File: src/rtl/literal_emitter.sv
// Formats a value as an ASCII Verilog based literal (e.g. 8'h1a), one byte per cycle.
// Optional '_' digit grouping in fours is enabled by LITERAL_EMITTER_UNDERSCORE_EN.
module literal_emitter #(
  parameter int W_DATA = 32,
  localparam int W_LEN = $clog2(W_DATA + 1)
) (
  input  logic              i_clk,
  input  logic              resetn,
  input  logic              s_valid,
  output logic              s_ready,
  input  logic [W_DATA-1:0] s_value,
  input  logic [W_LEN-1:0]  s_width,
  input  logic [1:0]        s_base,
  output logic              m_valid,
  input  logic              m_ready,
  output logic [7:0]        m_data,
  output logic              m_last
);

  localparam int WX = W_LEN + 3;
  localparam logic [W_LEN-1:0] LP_WMAX = W_LEN'(W_DATA);

`ifdef LITERAL_EMITTER_UNDERSCORE_EN
  typedef enum logic [2:0] {
    S_IDLE, S_W_TENS, S_W_UNITS, S_TICK, S_BASE, S_DIGIT, S_SEP
  } state_t;
`else
  typedef enum logic [2:0] {
    S_IDLE, S_W_TENS, S_W_UNITS, S_TICK, S_BASE, S_DIGIT
  } state_t;
`endif

  state_t              r_state;
  state_t              w_state_nxt;
  logic                r_s_ready;
  logic [W_DATA-1:0]   r_value;
  logic [W_LEN-1:0]    r_ew;
  logic [1:0]          r_base;
  logic [W_LEN-1:0]    r_cnt;

  logic                w_accept;
  logic                w_xfer;
  logic [W_LEN-1:0]    w_ew_in;
  logic [WX-1:0]       w_ewx_in;
  logic [1:0]          w_base_in;
  logic [W_DATA-1:0]   w_mask_in;
  logic [W_LEN-1:0]    w_ndig_in;
  logic [WX-1:0]       w_ewx;
  logic [WX-1:0]       w_tens;
  logic [WX-1:0]       w_units;
  logic [WX-1:0]       w_k;
  logic [3:0]          w_kmask;
  logic [WX-1:0]       w_shamt;
  logic [W_DATA+3:0]   w_val_ext;
  logic [3:0]          w_dig;
  logic [7:0]          w_dig_chr;
  logic                w_cnt_last;
  logic                w_sep_next;

  assign s_ready  = r_s_ready;
  assign w_accept = s_valid && r_s_ready;
  assign w_xfer   = m_valid && m_ready;

  // Request-side decode: clamp width, fold reserved base onto hex, size the digit run.
  assign w_ew_in   = (s_width == '0 || s_width > LP_WMAX) ? LP_WMAX : s_width;
  assign w_ewx_in  = WX'(w_ew_in);
  assign w_base_in = (s_base == 2'd3) ? 2'd2 : s_base;
  assign w_mask_in = ~({W_DATA{1'b1}} << w_ew_in);

  always_comb begin
    w_ndig_in = w_ew_in;
    case (w_base_in)
      2'd0:    w_ndig_in = w_ew_in;
      2'd1:    w_ndig_in = W_LEN'((w_ewx_in + WX'(2)) / WX'(3));
      default: w_ndig_in = W_LEN'((w_ewx_in + WX'(3)) >> 2);
    endcase
  end

  assign w_ewx   = WX'(r_ew);
  assign w_tens  = w_ewx / WX'(10);
  assign w_units = w_ewx % WX'(10);

  always_comb begin
    w_k     = WX'(4);
    w_kmask = 4'hf;
    case (r_base)
      2'd0:    begin w_k = WX'(1); w_kmask = 4'h1; end
      2'd1:    begin w_k = WX'(3); w_kmask = 4'h7; end
      default: begin w_k = WX'(4); w_kmask = 4'hf; end
    endcase
  end

  // r_cnt counts digits still to send including the current one; the value is
  // pre-masked, so the top digit naturally carries only the leftover bits.
  assign w_shamt    = WX'(r_cnt - 1'b1) * w_k;
  assign w_val_ext  = {4'b0000, r_value};
  assign w_dig      = 4'(w_val_ext >> w_shamt) & w_kmask;
  assign w_dig_chr  = (w_dig < 4'd10) ? (8'h30 + {4'b0000, w_dig})
                                      : (8'h57 + {4'b0000, w_dig});
  assign w_cnt_last = (r_cnt == W_LEN'(1));
  assign w_sep_next = ((WX'(r_cnt - 1'b1) & WX'(3)) == '0);

  always_comb begin
    w_state_nxt = r_state;
    m_valid     = 1'b1;
    m_data      = 8'h00;
    m_last      = 1'b0;
    case (r_state)
      S_IDLE: begin
        m_valid = 1'b0;
        if (w_accept) begin
          if (s_width == '0)
            w_state_nxt = S_TICK;
          else if (w_ewx_in >= WX'(10))
            w_state_nxt = S_W_TENS;
          else
            w_state_nxt = S_W_UNITS;
        end
      end
      S_W_TENS: begin
        m_data = 8'h30 + 8'(w_tens);
        if (w_xfer) w_state_nxt = S_W_UNITS;
      end
      S_W_UNITS: begin
        m_data = 8'h30 + 8'(w_units);
        if (w_xfer) w_state_nxt = S_TICK;
      end
      S_TICK: begin
        m_data = 8'h27;
        if (w_xfer) w_state_nxt = S_BASE;
      end
      S_BASE: begin
        case (r_base)
          2'd0:    m_data = 8'h62;
          2'd1:    m_data = 8'h6f;
          default: m_data = 8'h68;
        endcase
        if (w_xfer) w_state_nxt = S_DIGIT;
      end
      S_DIGIT: begin
        m_data = w_dig_chr;
        m_last = w_cnt_last;
        if (w_xfer) begin
          if (w_cnt_last)
            w_state_nxt = S_IDLE;
`ifdef LITERAL_EMITTER_UNDERSCORE_EN
          else if (w_sep_next)
            w_state_nxt = S_SEP;
`endif
          else
            w_state_nxt = S_DIGIT;
        end
      end
`ifdef LITERAL_EMITTER_UNDERSCORE_EN
      S_SEP: begin
        m_data = 8'h5f;
        if (w_xfer) w_state_nxt = S_DIGIT;
      end
`endif
      default: begin
        m_valid     = 1'b0;
        w_state_nxt = S_IDLE;
      end
    endcase
  end

  // s_ready is registered so it rises one cycle after reset release or the last byte.
  always_ff @(posedge i_clk or negedge resetn) begin
    if (!resetn) begin
      r_state   <= S_IDLE;
      r_s_ready <= 1'b0;
      r_value   <= '0;
      r_ew      <= '0;
      r_base    <= '0;
      r_cnt     <= '0;
    end else begin
      r_state   <= w_state_nxt;
      r_s_ready <= (w_state_nxt == S_IDLE);
      if (w_accept) begin
        r_value <= s_value & w_mask_in;
        r_ew    <= w_ew_in;
        r_base  <= w_base_in;
        r_cnt   <= w_ndig_in;
      end else if (r_state == S_DIGIT && w_xfer) begin
        r_cnt   <= r_cnt - 1'b1;
      end
    end
  end

endmodule
File: config.mk
export PLATFORM = sky130hd
export DESIGN_NAME = literal_emitter
export DESIGN_NICKNAME = d
export VERILOG_FILES = /design/src/rtl/literal_emitter.sv
export SDC_FILE = /design/constraint.sdc
export NUM_CORES = 1
export LEC_CHECK = 0
export CAP_MARGIN = 5
export CORE_MARGIN = 1
export CORE_UTILIZATION = 64
export DETAILED_ROUTE_END_ITERATION = 8
export GPL_ROUTABILITY_DRIVEN = 1
export PLACE_DENSITY = 0.94
export SLEW_MARGIN = 15
export SYNTH_ARGS = -nofsm -noshare
export SYNTH_HDL_FRONTEND = slang
export SYNTH_SLANG_ARGS = --single-unit
File: constraint.sdc
create_clock -name i_clk -period 18.9 [get_ports i_clk]
set_input_delay 4.725 -clock i_clk [delete_from_list [all_inputs] [get_ports i_clk]]
set_output_delay 4.725 -clock i_clk [all_outputs]
set_load 0.01 [all_outputs]
# Yosys cells after proc, flatten, opt, wreduce, memory -nomap -nowiden
# Cells that the tools add are included.
# word_totals
ff_bits	50
inputBits	44
# classes
n_addsub	8
n_mul	1
div_mod_pow	3
magnitude_cmp	3
n_eq_ne	9
shifts	2
muxes	22
n_bitwise	3
n_reduce_logical	11
# op_table
op	n
$pmux W8 S5	1
$and A32 B32 Y32	1
$not A32 Y32	1
$shl A32 B6 Y32 const A	1
$shr A32 B9 Y4	1
$mux W3	7
$mux W6	3
$pmux W3 S6	1
$add A6 B8 Y8 const A	2
$pmux W4 S2	2
$add A6 B2 Y7 const B	2
$pmux W6 S2	1
$div A6 B4 Y9 const B	1
$div A9 B2 Y9 const B	1
$mod A6 B4 Y9 const B	1
$mul A9 B9 Y9	1
$add A7 B4 Y8 const A	1
$mux W8	1
$add A6 B4 Y7 const A	1
$sub A6 B1 Y7 const B	1
$eq A3 B2 Y1 const B	2
$eq A3 B3 Y1 const B	2
$eq A6 B1 Y1 const B	1
$ge A6 B4 Y1 const B	1
17 further kinds	25

# Longest topological paths before layout
# depth
word_depth	9
mapped_depth	22
mapped_depth_nobuf	22

# Worst setup path after synthesis
# Ideal clock, no wire load.
# synth_timing
path_kind	reg-to-output
from	register r_cnt[0]
to	output port m_data[4]
arrival_ps	4671
required_ps	14175
slack_ps	9504
stages_incl_launch_ff	22
n_path_buf	0
path_cell_list	dfrtp_1 -> inv_1 -> ha_1 -> xnor2_1 -> nor2_1 -> ha_1 -> inv_1 -> fa_1 -> fa_1 -> nor2b_1 -> o21ai_0 -> a21boi_0 -> a21bo_2 -> a21boi_0 -> o221ai_1 -> nor3_1 -> inv_1 -> ha_1 -> nor4_1 -> o21ai_0 -> a21oi_1 -> o22ai_1
# synth_via
elab_chain_len	7
word_cells_on_any_way	9
# synth_lines
element	line	text
from (decl)	39	logic [W_LEN-1:0] r_cnt;
from (signal assigned)	183	r_cnt <= w_ndig_in;
from (signal assigned)	185	r_cnt <= r_cnt - 1'b1;
$sub A6 B1 Y7 (*)	n/a	
$mul A9 B9 Y9 (*)	95	assign w_shamt = WX'(r_cnt - 1'b1) * w_k;
$shr A32 B9 Y4 (*)	97	assign w_dig = 4'(w_val_ext >> w_shamt) & w_kmask;
$and A4 B4 Y4 (*)	97	
$add A7 B4 Y8 (tied with other cells)	99	: (8'h57 + {4'b0000, w_dig});
$mux W8 (*)	98	assign w_dig_chr = (w_dig < 4'd10) ? (8'h30 + {4'b0000, w_dig})
$pmux W8 S5 (*)	108	case (r_state)
to (decl)	16	output logic [7:0] m_data,
# Mark *: on every way between the ends. The rest lies on a longest branch, timed or not.

# Worst setup path after layout
# Same ends and word-level chain as after synthesis.

==> flow_summary_export.csv <==
group,metric,value,unit
global_route,grt_usage,35.3,%
worst_setup_path,ff_to_ff_end,"r_cnt[0]$_DFFE_PN0P_",
worst_setup_path,end_kind,"output pin",
hold_path,worstHoldPathType,"reg2reg",
sta,worst_slew_pin_slew,1030,ps
floorplanning,cell_row_count,34,
drt,remaining_routing_drc_violations,0,
yosys,syn-cell-area,0.00576,mm²
yosys,async_reset_ff_share,100,%
sta,fin_worst_skew,9.48,ps
clock_tree,htreeDepth,2,
yosys,ys_seq_area_share,21.7,%
yosys,post_synth_main_area_contributors,"sky130_fd_sc_hd__dfrtp_1 (22%), sky130_fd_sc_hd__ha_1 (7.2%), sky130_fd_sc_hd__nand2_1 (6.6%)",
power,power_density_relative_to_cell_area,187,mW/mm²
power,internal_power,0.594,mW
clock_tree,cts_buffers,5,
global_route,grt_first_pass_wirelength,27300,µm
yosys,post_synth.cell_area_avg,7.71,µm²
yosys,post_synth_inst_count,747,
drt,wl,16300,µm
floorplanning,chipWidth,96.9,µm
worst_setup_path,worst-r2r-setup-slack,16670,ps
drt,routed-via-count,5923,
drt,drt.antenna.violating_nets,0,
run,max_cap_viol_count,0,
floorplanning,dieArea,0.00939,mm²
worst_setup_path,worstPathArrival,6140,ps
global_route,grt_remaining_overflow,0,
power,cellLeakagePower,2.62,nW
hold_path,worst_hold_path.num_cells,2,
drt,detailedRoute.firstPassIterationCount,5,
drt,wl_per_cell,18.6,µm
yosys,ys_warn_count,0,
sta,drv_slew,0,
floorplanning,starting_density_of_the_core,66.1,%
clock_tree,ctsLongestPathBuffers,2,
yosys,yosysUniqueCellTypes,78,
global_route,grt_max_degree,65,
clock_tree,ctsResizeCount,0,
worst_setup_path,max_stage_delay,520,ps
power,power_frac_seq,19.4,%
yosys,synth_top_cell_by_area,"sky130_fd_sc_hd__dfrtp_1",
power,p_sw_share,50.3,%
sta,fmax,92.0,MHz
clock_tree,clkSlewWorstSetupHoldPaths,100,ps
yosys,synthTopCellsByCount,"sky130_fd_sc_hd__nand2_1 (101), sky130_fd_sc_hd__o21ai_0 (73), sky130_fd_sc_hd__nor2_1 (64)",
clock_tree,clock_insertion_delay_worst_skew,310,ps
status,outcome,"completed",
clock_tree,post-cts-setup-buffers,0,
drt,drt-initial-drc-count,487,
sta,final.period_utilization,57.5,%
hold_path,min_delay_worst_endpoint,"r_value[0]$_DFFE_PN0P_",
finish,synthToLayoutAreaGrowth,11.1,%
worst_setup_path,timing.rr.start,"r_state[1]$_DFF_PN0_",
worst_setup_path,cp_cell_sequence,"inv_1, ha_1, xnor2_1, nor2_1, ha_1, inv_1, fa_1, fa_1, nor2b_1, o21ai_0, a21boi_0, a21bo_2, a21boi_0, o221ai_1, nor3_1, inv_1, ha_1, nor4_1, o21ai_0, a21oi_1, o22ai_1, clkdlybuf4s50_1",
finish,fill_cells,638,
sta,timing.final.crit_period,10870,ps
hold_path,worstHoldStart,"r_value[0]$_DFFE_PN0P_",
worst_setup_path,worst-endpoint-required,14180,ps
worst_setup_path,path_max_fanout,8,
power,power.ir.vdd_worst,0.000154,V
sta,report.final.hold_viol_count,0,
yosys,synthesized_flop_and_latch_total,50,
worst_setup_path,crit_path_top_delay_cell,"sky130_fd_sc_hd__fa_1",
sta,grt_setup_unrepaired,"false",
yosys,top_cell_type_s_share_of_synthesized_area,21.7,%
yosys,postSynth.topFlopCell,"sky130_fd_sc_hd__dfrtp_1",
worst_setup_path,worstRegToRegCells,7,
finish,diodes,0,
yosys,synth_most_common_cell,"sky130_fd_sc_hd__nand2_1",
floorplanning,coreArea,0.00872,mm²
clock_tree,cts.sink_count,50,
drt,detail_route.vias_per_cell,6.75,
sta,fin_setup_tns,0,ps
finish,post_route_cells_drive_above_1_share,7.28,%
power,p_comb_share,74.0,%
placed_design,place.detailed.hpwl,12500,µm
global_route,via_count_of_the_first_global_routing_pass,5732,
clock_tree,clockRootBuffer,"sky130_fd_sc_hd__clkbuf_8",
yosys,synth_edf_count,0,
floorplanning,die-height,96.9,µm
power,clock_network_fraction_of_total_power,6.6,%
global_route,antenna_found_initial,0,
sta,slew-limit-headroom,31.1,%
power,pnr_total_power,1.19,mW
placed_design,buffer_ports.inserted,54,
floorplanning,ioPinCount,55,
clock_tree,cts_hold_repair.buffers,0,
placed_design,gp_routability_congestion,1.02,
power,net-switching-power,0.601,mW
clock_tree,tritoncts,"built",
worst_setup_path,setup.worst_path.start_class,"flip-flop",
finish,nets,851,
worst_setup_path,critPathKind,"reg2out",
sta,setup_violations,0,
==> sequential cells by signal (all words and copies together), names as in the netlist <==
name     flops
r_base       2
r_cnt        6
r_ew         6
r_state      3
s_ready      1
r_value     32
==> final cells by class <==
class | instances | area, µm² | area share (%)
Clock buffer | 5 | 68.8 | 1.07
Clock inverter | 3 | 48.8 | 0.762
Inverter | 43 | 164 | 2.56
Multi-Input combinational cell | 612 | 4180 | 65.3
Sequential cell | 50 | 1250 | 19.5
Tap cell | 108 | 135 | 2.11
Timing Repair Buffer | 56 | 553 | 8.64
==> layer usage <==
| metal | global-route usage [%] | wire [µm] | up-vias |
|---|---|---|---|
| met2 | 57.9 | 7720 | 302 |
| met1 | 45.7 | 6540 | 2825 |
| met4 | 14.8 | 627 | 2 |
| met3 | 6.07 | 1340 | 64 |
| met5 | 3.85 | 41 | - |
| li1 | - | - | 2730 |
==> through the flow <==
| step | std cells | setup WS [ps] | hold WS, ps | util (%) | instance area, µm² |
|---|---|---|---|---|---|
| floorplan | 748 | 9500 | 438 | - | 5770 |
| global placement | 869 | 8730 | 464 | 72.1 | 6280 |
| detailed placement | 869 | 8390 | 465 | 72.1 | 6280 |
| CTS | 877 | 8060 | 487 | 73.4 | 6400 |
| global route | 877 | 7460 | 528 | 73.4 | 6400 |
| finish | 877 | 8030 | 491 | 73.4 | 6400 |
==> power by group through the flow <==
stage	clock (mW)	sequential (mW)	combinational (mW)
CTS	0.0779	0.227	0.870
finish	0.0788	0.232	0.883
global placement	0	0.223	0.822
floorplan	0	0.190	0.681
global route	0.0823	0.239	0.970
detailed placement	0	0.229	0.863
==> cells by family after synthesis <==
logic type | Yosys count | share of synthesized area (%)
AOI/OAI and AO/OA | 215 | 24.1
DFF | 50 | 21.7
other | 1 | 0.0651
adders and majority gates | 39 | 9.25
and+or+nand+nor | 283 | 23.5
muxes | 49 | 11.7
buffers and inverters | 86 | 5.84
xor gates and xnor gates | 24 | 3.78
==> placed cells by master, fill, tap and decap left out, drive strengths merged, types with 10 or more instances in the layout <==
cell / netlist / final
nand2: 101 / 101
o21ai: 75 / 75
nor2: 66 / 66
clkdlybuf4s50: 0 / 53
dfrtp: 50 / 50
a21oi: 45 / 45
inv: 42 / 43
ha: 33 / 33
mux2i: 31 / 31
nand3: 23 / 23
nor2b: 21 / 21
nor3: 17 / 17
nand2b: 14 / 14
mux4: 13 / 13
a211oi: 13 / 13
xnor2: 12 / 12
a31oi: 12 / 12
xor2: 12 / 12
o211ai: 10 / 10
==> worst max path at each step <==
stage                              start         to
floorplan           r_cnt[0]$_DFFE_PN0P_  m_data[4]
global placement    r_cnt[0]$_DFFE_PN0P_  m_data[4]
detailed placement  r_cnt[0]$_DFFE_PN0P_  m_data[4]
CTS                 r_cnt[0]$_DFFE_PN0P_  m_data[4]
global route        r_cnt[0]$_DFFE_PN0P_  m_data[4]
finish              r_cnt[0]$_DFFE_PN0P_  m_data[4]
==> worst max-delay path, delay by kind of cell, from the launching register on <==
family                     cells  cell delay (ps)
and+or+nand+nor                4              810
adders and majority gates      5             1810
DFF                            1              490
xor gates and xnor gates       1              280
AOI/OAI and AO/OA              8             1700
buffers and inverters          4              750
(Power assumes the default switching activity.)
